[config.mk]
export PLATFORM = sky130hd
export DESIGN_NAME = alu_slice_sequencer_flat
export DESIGN_NICKNAME = d
export VERILOG_FILES = /design/src/rtl/alu_slice_sequencer_if.sv /design/src/rtl/alu_slice_sequencer.sv /design/src/flat_wrapper.sv
export SDC_FILE = /design/constraint.sdc
export NUM_CORES = 1
export LEC_CHECK = 0
export ABC_AREA = 1
export CORE_MARGIN = 2
export CORE_UTILIZATION = 50
export CTS_CLUSTER_SIZE = 8
export DETAILED_ROUTE_END_ITERATION = 16
export PLACE_DENSITY_LB_ADDON = 0.08
export SETUP_SLACK_MARGIN = 0.2
export SLEW_MARGIN = 20
export SYNTH_ARGS = -nofsm -noshare
export SYNTH_HDL_FRONTEND = slang
export SYNTH_SLANG_ARGS = --single-unit
[constraint.sdc]
create_clock -name clk -period 2.4 [get_ports clk]
set_input_delay 0.36 -clock clk [delete_from_list [all_inputs] [get_ports clk]]
set_output_delay 0.36 -clock clk [all_outputs]
set_load 0.01 [all_outputs]
[src/rtl/alu_slice_sequencer_if.sv]
// Request-side bundle between a microcode requester and the ALU slice sequencer.
// The master drives the request and operands; the slave (the sequencer) returns status and result.
interface alu_slice_sequencer_if #(
    parameter int NIBBLES = 9
);
    logic                   start;
    logic [3:0]             op_s;
    logic                   op_m;
    logic                   op_cin;
    logic [4*NIBBLES-1:0]   a;
    logic [4*NIBBLES-1:0]   b;
    logic                   busy;
    logic                   done;
    logic [4*NIBBLES-1:0]   result;
    logic                   cout;
    logic                   zero;

    modport master (
        output start, op_s, op_m, op_cin, a, b,
        input  busy, done, result, cout, zero
    );

    modport slave (
        input  start, op_s, op_m, op_cin, a, b,
        output busy, done, result, cout, zero
    );
endinterface

[src/rtl/alu_slice_sequencer.sv]
// Runs one wide ALU operation through a single shared 4-bit slice, one nibble per
// cycle (least-significant first), rippling the carry through a register between nibbles.
module alu_slice_sequencer #(
    parameter int NIBBLES = 9,
    parameter int CNTW    = 4
) (
    input  logic                 clk,
    input  logic                 rst_n,
    alu_slice_sequencer_if.slave bus,
    output logic [3:0]           alu_s,
    output logic                 alu_m,
    output logic [3:0]           alu_a,
    output logic [3:0]           alu_b,
    output logic                 alu_cin,
    input  logic [3:0]           alu_f,
    input  logic                 alu_cout
);
    localparam int W = 4 * NIBBLES;

    typedef enum logic [1:0] {IDLE, RUN, DONE} state_t;

    state_t           state;
    logic [CNTW-1:0]  cnt;
    logic             carry_q;
    logic [3:0]       s_q;
    logic             m_q;
    logic             cin_q;
    logic [W-1:0]     a_q;
    logic [W-1:0]     b_q;
    logic [W-1:0]     result_q;
    logic             cout_q;
    logic             busy_q;
    logic             done_q;

    // Sequencer FSM: operand latching, per-nibble capture, carry chaining and handshake outputs
    always_ff @(posedge clk or negedge rst_n) begin
        if (!rst_n) begin
            state    <= IDLE;
            cnt      <= '0;
            carry_q  <= 1'b0;
            s_q      <= '0;
            m_q      <= 1'b0;
            cin_q    <= 1'b0;
            a_q      <= '0;
            b_q      <= '0;
            result_q <= '0;
            cout_q   <= 1'b0;
            busy_q   <= 1'b0;
            done_q   <= 1'b0;
        end else begin
            case (state)
                IDLE: begin
                    if (bus.start) begin
                        s_q    <= bus.op_s;
                        m_q    <= bus.op_m;
                        cin_q  <= bus.op_cin;
                        a_q    <= bus.a;
                        b_q    <= bus.b;
                        cnt    <= '0;
                        busy_q <= 1'b1;
                        state  <= RUN;
                    end
                end
                RUN: begin
                    // Result is overwritten in place; earlier nibbles of the old result
                    // stay visible until their slot comes round.
                    result_q[4*int'(cnt) +: 4] <= alu_f;
                    carry_q <= alu_cout;
                    cnt     <= cnt + 1'b1;
                    if (cnt == CNTW'(NIBBLES - 1)) begin
                        cout_q <= alu_cout;
                        busy_q <= 1'b0;
                        done_q <= 1'b1;
                        state  <= DONE;
                    end
                end
                DONE: begin
                    done_q <= 1'b0;
                    state  <= IDLE;
                end
                default: begin
                    busy_q <= 1'b0;
                    done_q <= 1'b0;
                    state  <= IDLE;
                end
            endcase
        end
    end

    // Slice operand steering: current nibble during RUN, held at zero otherwise
    always_comb begin
        alu_a   = 4'h0;
        alu_b   = 4'h0;
        alu_cin = 1'b0;
        if (state == RUN) begin
            alu_a   = a_q[4*int'(cnt) +: 4];
            alu_b   = b_q[4*int'(cnt) +: 4];
            alu_cin = (cnt == '0) ? cin_q : carry_q;
        end
    end

    assign alu_s      = s_q;
    assign alu_m      = m_q;
    assign bus.busy   = busy_q;
    assign bus.done   = done_q;
    assign bus.result = result_q;
    assign bus.cout   = cout_q;
    assign bus.zero   = (result_q == '0);
endmodule

[src/flat_wrapper.sv]
// flat-port wrapper written by rule: the top's interface ports become plain ports
module alu_slice_sequencer_flat 
#(
    parameter int NIBBLES = 9,
    parameter int CNTW    = 4
)
  (clk, rst_n, alu_s, alu_m, alu_a, alu_b, alu_cin, alu_f, alu_cout, bus_start, bus_op_s, bus_op_m, bus_op_cin, bus_a, bus_b, bus_busy, bus_done, bus_result, bus_cout, bus_zero);
  alu_slice_sequencer_if #(.NIBBLES(NIBBLES)) bus_i ();
  input  logic clk;
  input  logic rst_n;
  output logic [3:0] alu_s;
  output logic alu_m;
  output logic [3:0] alu_a;
  output logic [3:0] alu_b;
  output logic alu_cin;
  input  logic [3:0] alu_f;
  input  logic alu_cout;
  input wire logic [$bits(bus_i.start)-1:0] bus_start;
  input wire logic [$bits(bus_i.op_s)-1:0] bus_op_s;
  input wire logic [$bits(bus_i.op_m)-1:0] bus_op_m;
  input wire logic [$bits(bus_i.op_cin)-1:0] bus_op_cin;
  input wire logic [$bits(bus_i.a)-1:0] bus_a;
  input wire logic [$bits(bus_i.b)-1:0] bus_b;
  output wire logic [$bits(bus_i.busy)-1:0] bus_busy;
  output wire logic [$bits(bus_i.done)-1:0] bus_done;
  output wire logic [$bits(bus_i.result)-1:0] bus_result;
  output wire logic [$bits(bus_i.cout)-1:0] bus_cout;
  output wire logic [$bits(bus_i.zero)-1:0] bus_zero;
  assign bus_i.start = bus_start;
  assign bus_i.op_s = bus_op_s;
  assign bus_i.op_m = bus_op_m;
  assign bus_i.op_cin = bus_op_cin;
  assign bus_i.a = bus_a;
  assign bus_i.b = bus_b;
  assign bus_busy = bus_i.busy;
  assign bus_done = bus_i.done;
  assign bus_result = bus_i.result;
  assign bus_cout = bus_i.cout;
  assign bus_zero = bus_i.zero;
  alu_slice_sequencer #(.NIBBLES(NIBBLES), .CNTW(CNTW)) u_core (.clk(clk), .rst_n(rst_n), .bus(bus_i), .alu_s(alu_s), .alu_m(alu_m), .alu_a(alu_a), .alu_b(alu_b), .alu_cin(alu_cin), .alu_f(alu_f), .alu_cout(alu_cout));
endmodule
==> results of run 1 <==
==> cell type report <==
class,instances,area share
Clock buffer,24,0.0588
Clock inverter,7,0.00733
Inverter,96,0.0436
Multi-Input combinational cell,527,0.303
Sequential cell,124,0.364
Tap cell,147,0.0216
Timing Repair Buffer,165,0.201
==> worst min path at each step <==
stage | start | endpoint | cells after the start
2_1_floorplan | rst_n | u_core.a_q[0] | 0
3_3_place_gp | rst_n | u_core.a_q[21] | 1
3_5_place_dp | rst_n | u_core.a_q[20] | 1
4_1_cts | bus_a[32] | u_core.a_q[32] | 3
5_1_grt | bus_b[35] | u_core.b_q[35] | 3
6_report | bus_b[34] | u_core.b_q[34] | 3
==> state kept, by name (all words and copies together) (netlist names) <==
name	cells
u_core.b_q	36
u_core.bus.result	36
u_core.bus.busy	1
u_core.alu_m	1
u_core.state	2
u_core.alu_s	4
u_core.cin_q	1
u_core.bus.done	1
u_core.cnt	4
u_core.bus.cout	1
u_core.a_q	36
u_core.carry_q	1
==> power breakdown <==
group	internal, mW	leakage (nW)	switching (mW)
combinational	2.50	2.24	3.66
clock	1.54	0.282	0.875
sequential	3.04	1.55	0.512
==> logic make-up after synthesis <==
kind of cell               after synthesis  synth area share
and+or+nand+nor                        416             0.296
adders and majority gates                6            0.0124
buffers and inverters                  129            0.0901
AOI/OAI and AO/OA                      103            0.0862
muxes                                    1           0.00186
DFF                                    124             0.512
xor gates and xnor gates                 1           0.00145
==> per-layer routing <==
metal / GRT usage / vias to the layer above / wire [um]
li1: - / 2763 / -
met3: 0.0529 / 26 / 1040
met1: 0.376 / 2705 / 7710
met4: 0.0878 / 0 / 262
met5: 0 / - / 0
met2: 0.410 / 236 / 7860
==> Yosys cell counts (2+ instances only) <==
cell type    n
o21ai_1     19
nand3_1     78
dfrtp_1    124
nand2_1    256
ha_1         6
nand2_2      8
o22ai_1      2
nor2_1      47
nand4_1      5
inv_1       86
inv_2        9
nor3_1       6
nor4_1       3
nor2_2       4
buf_2        8
o21ai_0     72
clkbuf_1    12
a21oi_1      9
buf_4       11
nor2_4       5
==> tightest hold or removal path: stages <==
cell and delay (ps):
clkdlybuf4s50_1 390, nand2_1 60, nand2_1 40
==> repair_timing <==
| item | in CTS | in global routing |
|---|---|---|
| endpoints found under the setup margin | 11 | 19 |
| hold buffers | 1 | 0 |
| hold endpoints to repair | 41 | 0 |
| pin swaps | 1 | 16 |
| setup buffers | 3 | 4 |
| gates resized for setup | 43 | 42 |
| gates cloned | 1 | 3 |
==> results.json, run 1 <==
{
  "grt_max_degree": 79,
  "drtIter0Drc": 499,
  "gp_congestion": 0.873,
  "syn_area_mm2": 0.00606,
  "critPathLaunch": "u_core.cnt[0]",
  "cp_max_fo": 10,
  "drive_gt1_frac": 0.144,
  "areaGrowthSynthToFinish_pct": 40.9,
  "core_area_mm2": 0.0119,
  "port_buffers": 139,
  "ant_nets": 0,
  "boundaryPins": 140,
  "nFillCells": 953,
  "syn_area_per_cell_um2": 7.76,
  "initial_core_util": 0.508,
  "yosys-top-cells-area": "dfrtp_1 51%, nand2_1 16%, nand3_1 6.4%",
  "reg2reg_from": "u_core.cnt[0]",
  "utilization": 0.716,
  "synth_enable_flop_cells": 0,
  "grtUsageTotal": 0.265,
  "path_buf_inv": 3,
  "synth-async-reset-ratio": 1.00,
  "vias": 5730,
  "hold_slack_ps": 474,
  "h-tree-depth": 4,
  "dr.pass1.iters": 5,
  "fmax_mhz": 445,
  "wl_um": 16900,
  "vias_per_cell": 5.26,
  "status": "finished clean",
  "dp_hpwl_um": 11500,
  "placed_area_mm2": 0.00763,
  "cp-end-kind": "output pin",
  "path_clk_slew_ps": 50,
  "min_period_ps": 2250,
  "multiInputGateArea_mm2": 0.00259,
  "power_leakage_nw": 4.07,
  "layout_common_cells": "251 x nand2_1, 128 x clkdlybuf4s50_1, 122 x dfrtp_1",
  "holdCritPathClass": "input pin to flop",
  "grt-ovfl-total": 0,
  "fp.dieH_um": 114,
  "setup-tns-final_ps": 0,
  "final_area_mm2": 0.00853,
  "syn_nets": 872,
  "yosysTopAreaCell": "dfrtp_1",
  "yosysWarnings": 0,
  "final_common_cell": "nand2_1",
  "design.die.area_mm2": 0.0130,
  "peakVddDrop_mv": 0.674,
  "preCtsSetupSlack_ps": 112,
  "cp_slowest_stage_delay_ps": 460,
  "crit_family": "buffers and inverters",
  "dp_cells": 1047,
  "yosysTopAreaCellShare": 0.512,
  "synth-seq-cells": 124,
  "crit_chain": "buf_12 > clkbuf_16 > nand2_1 > nand2_1 > nand3_1 > nand3_2 > a21oi_2 > buf_2",
  "drc": 0,
  "synthFlopType": "dfrtp_1",
  "relSlewSlack": 0.608,
  "fp.dieW_um": 114,
  "rrSetupSlack_ps": 320,
  "antenna_cells": 0,
  "clockBufferDepth": 2,
  "period_share": 0.937,
  "rows": 40,
  "cp-endpoint": "alu_b[0]",
  "register_area_mm2": 0.00311,
  "r2r_cells": 7,
  "setup_ws_ps": 150,
  "grt_pass1_vias": 5517,
  "cts-root-buf": "clkbuf_16",
  "cpMaxStageDelayCell": "dfrtp_2",
  "insertion_delay_ps": 420,
  "critical_path_class": "flop to output pin",
  "instances_no_fill": 1090,
  "max-cap-violations": 0,
  "seq_area_frac_synth": 0.512,
  "synthCells": 780,
  "worst-path-stages": 8,
  "cts.sinks": 124,
  "cts_tree": "done",
  "worst_ep_arrival_time_ps": 1890,
  "routedWlPerCell_um": 15.5,
  "grt_setup_unrepaired": "yes",
  "cts_buffers": 17,
  "regToRegEndpoint": "u_core.bus.result[33]",
  "antenna_found_initial": 0,
  "p_total_mw": 12.1,
  "setup_viol": 0,
  "hold_viol_final": 0,
  "synth.distinct_cells": 30,
  "cp.required_ps": 2040,
  "skew_ps": 6.87,
  "worst_pin_slew_ps": 588,
  "nets": 1023,
  "grt_first_pass_wirelength_um": 26800,
  "cpMostUsedCell": "nand2_1",
  "p_per_area_mw_per_mm2": 1420,
  "drv_slew": 0,
  "start_kind": "flop"
}
No activity file was read; power rests on OpenSTA's default activity.
==> inputs of run 2 (changes only) <==
--- a/config.mk
+++ b/config.mk
@@ -6,12 +6,13 @@
 export NUM_CORES = 1
 export LEC_CHECK = 0
 export ABC_AREA = 1
+export CAP_MARGIN = 40
 export CORE_MARGIN = 2
 export CORE_UTILIZATION = 50
 export CTS_CLUSTER_SIZE = 8
 export DETAILED_ROUTE_END_ITERATION = 16
 export PLACE_DENSITY_LB_ADDON = 0.08
-export SETUP_SLACK_MARGIN = 0.2
+export SETUP_SLACK_MARGIN = 0.05
 export SLEW_MARGIN = 20
 export SYNTH_ARGS = -nofsm -noshare
 export SYNTH_HDL_FRONTEND = slang
==> run 2 against run 1 <==
Die area did not move. Maximum frequency shrank 0.55%. Hold slack gained 3.5 ps. Flip-flop and latch count stayed put. Sequential share of layout area is 0.99 points higher. Cell area decreased by 2.6%. Critical path depth is the same. Power is 4.1% lower. Non-clock buffer count fell by 7.
==> results.json, run 2 (synthesis gave the netlist of run 1 again) <==
{
  "hold_viol_final": 0,
  "critical_path_class": "flop to output pin",
  "p_per_area_mw_per_mm2": 1400,
  "setup_viol": 0,
  "fp.dieW_um": 114,
  "final_common_cell": "nand2_1",
  "grtUsageTotal": 0.264,
  "antenna_cells": 0,
  "holdCritPathClass": "input pin to flop",
  "vias": 5626,
  "wl_um": 16300,
  "cts.sinks": 124,
  "path_clk_slew_ps": 50,
  "grt_first_pass_wirelength_um": 26800,
  "layout_common_cells": "256 x nand2_1, 128 x clkdlybuf4s50_1, 122 x dfrtp_1",
  "relSlewSlack": 0.606,
  "drv_slew": 0,
  "insertion_delay_ps": 420,
  "vias_per_cell": 5.19,
  "fp.dieH_um": 114,
  "grt_max_degree": 79,
  "fmax_mhz": 442,
  "gp_congestion": 0.873,
  "power_leakage_nw": 3.98,
  "drc": 0,
  "dp_cells": 1047,
  "dp_hpwl_um": 11500,
  "clockBufferDepth": 2,
  "areaGrowthSynthToFinish_pct": 37.1,
  "period_share": 0.943,
  "initial_core_util": 0.508,
  "cp-end-kind": "output pin",
  "min_period_ps": 2260,
  "drive_gt1_frac": 0.112,
  "port_buffers": 139,
  "cts_tree": "done",
  "grt_pass1_vias": 5458,
  "setup-tns-final_ps": 0,
  "setup_ws_ps": 138,
  "grt-ovfl-total": 0,
  "h-tree-depth": 4,
  "start_kind": "flop",
  "worst_pin_slew_ps": 591,
  "worst_ep_arrival_time_ps": 1900,
  "cts-root-buf": "clkbuf_16",
  "skew_ps": 6.07,
  "rows": 40,
  "placed_area_mm2": 0.00763,
  "boundaryPins": 140,
  "cp.required_ps": 2040,
  "drtIter0Drc": 426,
  "status": "finished clean",
  "routedWlPerCell_um": 15.0,
  "antenna_found_initial": 0,
  "nFillCells": 986,
  "grt_setup_unrepaired": "yes",
  "final_area_mm2": 0.00831,
  "ant_nets": 0,
  "dr.pass1.iters": 5,
  "cts_buffers": 17,
  "hold_slack_ps": 477,
  "core_area_mm2": 0.0119,
  "cp_max_fo": 20,
  "nets": 1016,
  "instances_no_fill": 1083,
  "preCtsSetupSlack_ps": 112,
  "peakVddDrop_mv": 0.648,
  "design.die.area_mm2": 0.0130,
  "max-cap-violations": 0
}
-- run 2: changes by cell type in the layout (fill, tap and decap cells not counted), sizes merged --
cell	change
buf	-7
clkinv	-1
inv	+1
-- run 2: worst paths after layout --
path	from	depth (start not counted)	slack [ps]	endpoint
worst max-delay path	u_core.cnt[0]	8	140	alu_b[3]
worst min-delay path	bus_b[34]	3	480	u_core.b_q[34]
worst max register to register	u_core.cnt[1]	7	330	u_core.bus.result[18]
worst min register to register	u_core.b_q[34]	2	480	u_core.b_q[34]
max in group asynchronous	rst_n	3	1250	u_core.cnt[0]
min in group asynchronous	rst_n	2	490	u_core.a_q[17]
-- run 2: cell type report --
cell class,count,area (um2),area share
clock inverter,7,62.6,0.00753
clock buffer,24,502,0.0604
tap,147,184,0.0221
multi-input combinational,527,2480,0.299
sequential,124,3110,0.374
inverter,96,372,0.0447
timing repair buffer,158,1600,0.193
-- run 2: metal layers --
layer  vias to the layer above  wire [um]  GRT usage
li1                       2745          -          -
met1                      2656       7410      0.378
met2                       201       7630      0.407
met3                        24        991     0.0540
met4                         0        238     0.0854
met5                         -          0          0
-- run 2: per-stage QoR --
stage / total power, mW / utilization
finish: 11.6 / 0.697
global route: 12.5 / 0.697
CTS: 11.6 / 0.696
detailed placement: 9.02 / 0.640
global placement: 8.89 / 0.640
floorplan: 6.84 / -
-- run 2: power by group --
part	internal (mW)	switching [mW]
Combinational	2.25	3.42
Sequential	3.04	0.504
Clock	1.54	0.865
Total	6.83	4.79
-- run 2: critical path, stage by stage, from the launching register on --
cell and delay, ps:
dfrtp_2 480, buf_12 160, buf_16 150, nand2_1 70, nand3_1 130, nand3_2 110
nand3_2 90, a21oi_2 150, buf_2 150
-- run 2: timing repair --
action                                  4_1_cts  5_1_grt
resized for setup                            35       20
endpoints found under the hold margin        41        0
buffers inserted                              1        2
endpoints found under the setup margin       10        9
hold buffers                                  1        0
gates cloned                                  1        0
pin swaps                                     0        2
==> inputs of run 3 (changes only) <==
--- a/config.mk
+++ b/config.mk
@@ -5,7 +5,6 @@
 export SDC_FILE = /design/constraint.sdc
 export NUM_CORES = 1
 export LEC_CHECK = 0
-export ABC_AREA = 1
 export CAP_MARGIN = 40
 export CORE_MARGIN = 2
 export CORE_UTILIZATION = 50
@@ -13,7 +12,7 @@
 export DETAILED_ROUTE_END_ITERATION = 16
 export PLACE_DENSITY_LB_ADDON = 0.08
 export SETUP_SLACK_MARGIN = 0.05
-export SLEW_MARGIN = 20
+export SLEW_MARGIN = 25
 export SYNTH_ARGS = -nofsm -noshare
 export SYNTH_HDL_FRONTEND = slang
 export SYNTH_SLANG_ARGS = --single-unit
==> run 3 against run 2 <==
Synthesized area is 3.0% lower. Worst setup slack lost 120 ps. Clock-buffer cell count unchanged. Largest power group unchanged. Non-clock buffer count is 22 higher. Cell area barely moved. First-iteration DRC count decreased by 41%. Register-to-register slack worse by 220 ps. Critical endpoint is now alu_b[0]. Via count fell by 8.1%. Power decreased by 2.0%. Global-route usage shrank 0.48 points. Clock power down 5%. Die area fell by 2.9%.
==> results.json, run 3 <==
{
  "worst_pin_slew_ps": 726,
  "h-tree-depth": 4,
  "max-cap-violations": 0,
  "cts.sinks": 124,
  "peakVddDrop_mv": 0.707,
  "drtIter0Drc": 252,
  "drive_gt1_frac": 0.172,
  "nets": 894,
  "synth-async-reset-ratio": 1.00,
  "grt_setup_unrepaired": "yes",
  "synth-seq-cells": 124,
  "rows": 39,
  "p_seq_frac": 0.329,
  "drc": 0,
  "grt-ovfl-total": 0,
  "setup_viol": 0,
  "dp_hpwl_um": 10600,
  "gp_congestion": 0.824,
  "insertion_delay_ps": 410,
  "cts-root-buf": "clkbuf_16",
  "drv_slew": 0,
  "p_per_area_mw_per_mm2": 1370,
  "cts_tree": "done",
  "syn_nets": 733,
  "start_kind": "flop",
  "holdCritPathClass": "input pin to asynchronous set/reset pin",
  "wl_um": 15700,
  "p_clk_frac": 0.202,
  "areaGrowthSynthToFinish_pct": 41.5,
  "power_frac_comb": 0.469,
  "min_period_ps": 2380,
  "skew_ps": 8.02,
  "grt_first_pass_wirelength_um": 25900,
  "final_common_cell": "nand2_1",
  "dr.pass1.iters": 4,
  "hold_viol_final": 0,
  "utilization": 0.728,
  "power_leakage_nw": 3.98,
  "critical_path_class": "flop to output pin",
  "port_buffers": 139,
  "cp_max_fo": 9,
  "cts_buffers": 17,
  "cp-end-kind": "output pin",
  "ys_top_cells_by_count": "279 x nand2_1, 124 x dfrtp_1, 24 x mux2i_1, 22 x clkbuf_1, 20 x inv_1",
  "grt_max_degree": 82,
  "syn_area_per_cell_um2": 9.16,
  "p_total_mw": 11.4,
  "swShare": 0.380,
  "period_share": 0.991,
  "antenna_found_initial": 0,
  "boundaryPins": 140,
  "ant_nets": 0,
  "yosys-top-cells-area": "dfrtp_1 53%, nand2_1 18%, mux2i_1 4.1%",
  "syn_area_mm2": 0.00587,
  "worst_ep_arrival_time_ps": 2020,
  "power.internal_mw": 7.07,
  "fp.dieW_um": 112,
  "relSlewSlack": 0.511,
  "cp.required_ps": 2040,
  "yosysWarnings": 0,
  "synth_most_common_cell": "nand2_1",
  "clockBufferDepth": 2,
  "synth.distinct_cells": 44,
  "initial_core_util": 0.514,
  "grtUsageTotal": 0.259,
  "synthFlopType": "dfrtp_1",
  "yosysTopAreaCellShare": 0.528,
  "core_area_mm2": 0.0114,
  "synth_enable_flop_cells": 0,
  "synthCells": 641,
  "fmax_mhz": 421,
  "seq_area_frac_synth": 0.528,
  "antenna_cells": 0,
  "design.die.area_mm2": 0.0126,
  "vias_per_cell": 5.40,
  "vias": 5172,
  "fp.dieH_um": 112,
  "path_clk_slew_ps": 60,
  "routedWlPerCell_um": 16.5,
  "yosysTopAreaCell": "dfrtp_1",
  "layout_common_cells": "277 x nand2_1, 128 x clkdlybuf4s50_1, 122 x dfrtp_1",
  "status": "finished clean",
  "grt_pass1_vias": 5308,
  "p_sw_mw": 4.33
}
==> run 3: repair_timing <==
action,in CTS,in global routing
pin swaps,9,12
buffers inserted,12,3
setup endpoints to repair,20,45
gates cloned,2,0
hold endpoints to repair,32,0
gates resized for setup,58,21
hold buffers,1,0
==> run 3: routing by layer <==
metal	GRT usage	share of wire	wire, um	vias up
li1	-	-	-	2437
met1	0.311	0.41	6530	2540
met2	0.454	0.51	8050	158
met3	0.0578	0.045	704	37
met4	0.106	0.030	465	0
met5	0	0	0	-
==> run 3: worst paths after layout <==
| kind | start | cells after the start | slack [ps] | endpoint |
|---|---|---|---|---|
| max reg2reg | u_core.cnt[0] | 9 | 110 | u_core.bus.result[15] |
| min | rst_n | 2 | 450 | u_core.bus.result[31] |
| max in group asynchronous | rst_n | 3 | 1260 | u_core.cnt[1] |
| max | u_core.cnt[0] | 6 | 20 | alu_b[0] |
| min in group clk | u_core.b_q[25] | 2 | 470 | u_core.b_q[25] |
| min reg2reg | u_core.b_q[25] | 2 | 470 | u_core.b_q[25] |
==> run 3: worst max-delay path: stages, from the launching register on <==
cell	delay, ps
dfrtp_2	410
buf_6	180
mux2_2	380
a211oi_4	230
nor3_2	70
a22o_1	200
buf_2	140
==> run 3: power groups by stage <==
stage | logic, mW | clock network, mW | registers (mW)
after detailed placement | 4.91 | 0 | 3.72
final | 5.35 | 2.30 | 3.75
after global placement | 4.81 | 0 | 3.68
after global routing | 5.82 | 2.43 | 3.86
after CTS | 5.31 | 2.32 | 3.72
after floorplan | 2.89 | 0 | 3.67
==> run 3: kinds of logic (layout without fill, tap and decap cells) <==
group / count (synthesis) / after routing / synth area share
buffers and inverters: 58 / 231 / 0.0418
xor gates and xnor gates: 2 / 2 / 0.00618
AOI/OAI and AO/OA: 63 / 63 / 0.0822
DFF: 124 / 124 / 0.528
adders and majority gates: 6 / 6 / 0.0128
and+or+nand+nor: 343 / 343 / 0.245
muxes: 45 / 45 / 0.0837
==> run 3: cell type report <==
class,instances,area [um2]
fill,856,3110
sequential,124,3110
multi-input combinational,459,2700
timing repair buffer,180,1710
clock buffer,24,492
tap,143,179
inverter,20,75.1
clock inverter,7,40.0
==> run 3: stage by stage <==
stage / setup slack, ps / hold WS (ps) / instance area [um2] / instances / setup TNS (ps)
3_3_place_gp: 11.8 / 342 / 7520 / 911 / 0
5_1_grt: -34.3 / 471 / 8310 / 957 / -121
6_report: 22.0 / 447 / 8310 / 957 / 0
3_5_place_dp: -51.4 / 354 / 7520 / 911 / -170
2_1_floorplan: 80.1 / 64.4 / 5880 / 641 / 0
4_1_cts: -81.5 / 467 / 8280 / 957 / -153
==> RTL edit, RTL diff (flow settings as in run 1) <==
Register the inputs `alu_f` and `alu_cout` before use. The logic sees them one clock later. The other inputs are not delayed to match.
--- a/src/rtl/alu_slice_sequencer.sv
+++ b/src/rtl/alu_slice_sequencer.sv
@@ -19,4 +19,12 @@
 
     typedef enum logic [1:0] {IDLE, RUN, DONE} state_t;
+
+    logic [3:0] alu_f_q;
+    logic alu_cout_q;
+
+    always_ff @(posedge clk) begin
+        alu_f_q    <= alu_f;
+        alu_cout_q <= alu_cout;
+    end
 
     state_t           state;
@@ -65,9 +73,9 @@
                     // Result is overwritten in place; earlier nibbles of the old result
                     // stay visible until their slot comes round.
-                    result_q[4*int'(cnt) +: 4] <= alu_f;
-                    carry_q <= alu_cout;
+                    result_q[4*int'(cnt) +: 4] <= alu_f_q;
+                    carry_q <= alu_cout_q;
                     cnt     <= cnt + 1'b1;
                     if (cnt == CNTW'(NIBBLES - 1)) begin
-                        cout_q <= alu_cout;
+                        cout_q <= alu_cout_q;
                         busy_q <= 1'b0;
                         done_q <= 1'b1;
Check against the original RTL: not equivalent (Yosys sat finds a counterexample within 4 cycles, from zero or initial values and one cycle with rst_n low).
==> RTL edit against run 1 <==
The run now ends with hold timing left. Power is 6.8% higher. Critical path type unchanged. Routed wire length is 1.1% lower. Critical path depth stayed put. Largest power group unchanged. Maximum frequency is 0.84% lower. Cell area is 2.1% higher. Global-route usage is 1.3 points lower. Core utilization is 0.90 points higher. Clock power is 7% higher. Area after synthesis is 1.8% higher. Sequential share of layout area is 0.42 points higher. Sequential cell count is 5 higher. Worst setup slack worse by 19 ps.
==> RTL edit: results (changes against run 1) <==
Placed design
  • Port Buffers: 139 (unchanged)
  • Worst slack at placement: 130 ps (was 112 ps)
  • DP Cell Count: 1045 (was 1047)
  • Placed inst area: 7750 µm² (was 7630 µm²)
  • HPWL Detailed: 11.3 mm (was 11.5 mm)
  • Final Wtd Congestion: 0.882 (was 0.873)

Yosys
  • Synth top area cells: dfrtp_1 (50%), nand2_1 (16%), nand3_1 (5.4%), o21ai_0 (5.4%), inv_1 (4.9%) (was dfrtp_1 (51%), nand2_1 (16%), nand3_1 (6.4%), o21ai_0 (6.0%), inv_1 (5.3%))
  • Syn_nets: 866 (was 872)
  • Avg Inst Size Synth: 7.93 µm² (was 7.76 µm²)
  • Unique masters post-synth: 35 (was 30)
  • Ys Warns: 0 (unchanged)
  • Post-synth ARST share: 96.1% (was 100%)
  • Primary FF master, synth: dfrtp_1 (unchanged)
  • Sequential area share after synthesis: 52.0% (was 51.2%)
  • Synth top cells by count: nand2_1 (269), dfrtp_1 (124), inv_1 (80) (was nand2_1 (256), dfrtp_1 (124), inv_1 (86))

Critical path
  • Crit path kind: reg -> out (unchanged)
  • Reg2reg end: u_core.bus.result[31] (was u_core.bus.result[33])
  • CP max FO: 10 (unchanged)
  • R2R Setup Slk: 210 ps (was 320 ps)
  • Arrival @ worst endpoint: 1910 ps (was 1890 ps)
  • Worst Reg-to-Reg Cells: 11 (was 7)

Timing
  • Clk_skew: 5.89 ps (was 6.87 ps)
  • Final hold vios: 2 (was 0)
  • Tightest Pin Transition: 673 ps (was 588 ps)
  • Hold WS: -9.99 ps (was 474 ps)
  • Period utilization: 94.5% (was 93.7%)

Global route
  • First-pass GRT wire length: 25.8 mm (was 26.8 mm)
  • Largest net degree at the start of global routing: 125 (was 79)
  • GRT Util Overall: 25.1% (was 26.5%)
  • Vias in the first global route: 5340 (was 5517)

Routing
  • Routed len/inst: 15.2 µm (was 15.5 µm)
  • Drt initial violations: 519 (was 499)
  • Router iterations before antenna repair: 5 (unchanged)
  • Via Count: 5803 (was 5730)
  • Total Routed Length: 16.7 mm (was 16.9 mm)

Layout
  • NumNets Final: 1028 (was 1023)
  • Share of layout cells above drive strength 1: 13.9% (was 14.4%)

CTS
  • H-tree levels: 4 (unchanged)
  • Clock latency on the worst-skew pair: 420 ps (about the same)
  • Total CTS buffers: 17 (unchanged)

Power and ir drop
  • Cell leakage power: 4.06 nW (was 4.07 nW)
  • Max VDD drop: 758 µV (was 674 µV)

Outcome
  • Status: complete, but fails checks (was complete, no violations)
  • Failing checks: hold timing

Worst hold path
  • Hold Crit Class: in -> async (was in -> reg)
[RTL edit: changes by cell type after synthesis, moves of 5 or more]
cell,delta
o21ai_0,-6
o21ai_1,+6
nor2_1,-11
dfxtp_1,+5
nor3_1,+10
buf_2,+8
inv_1,-6
nand3_1,-12
nand2_1,+13
inv_2,-5
buf_4,-11
clkbuf_1,+5
[RTL edit: cell type report]
| class | instances | area, µm² |
|---|---|---|
| Clock buffer | 26 | 489 |
| Clock inverter | 6 | 105 |
| Fill cell | 927 | 3300 |
| Inverter | 86 | 337 |
| Multi-Input combinational cell | 526 | 2590 |
| Sequential cell | 129 | 3210 |
| Tap cell | 147 | 184 |
| Timing Repair Buffer | 179 | 1800 |
[RTL edit: power breakdown]
part / internal, mW / switching, mW
clock: 1.71 / 0.885
combinational: 2.83 / 3.80
sequential: 3.18 / 0.548
[RTL edit: repair_timing]
item	4_1_cts	5_1_grt
cloned	0	4
hold buffers	0	0
endpoints found under the setup margin	10	18
pin swaps	2	16
gates resized for setup	45	41
setup buffers	3	15
[RTL edit: logic make-up after synthesis]
group	Yosys count	synth area share, %
flops	129	52.0
buf+inv	122	7.92
fa+ha+maj	3	0.609
compound gates	106	8.85
mux	1	0.183
simple gates	416	30.5
[RTL edit: per-layer routing]
layer | share of wire (%) | GRT usage [%]
met1 | 45 | 34.4
met5 | 0 | 0
met2 | 47 | 38.9
met3 | 6.2 | 5.75
met4 | 2.6 | 10.6
[RTL edit: worst max-delay path, stage by stage (launching register included)]
cell and delay, ps:
dfrtp_4 490, buf_12 160, buf_12 140, nand2_1 60
nand3_1 90, nand3_1 120, nand3_1 110, a21oi_2 170
buf_2 160
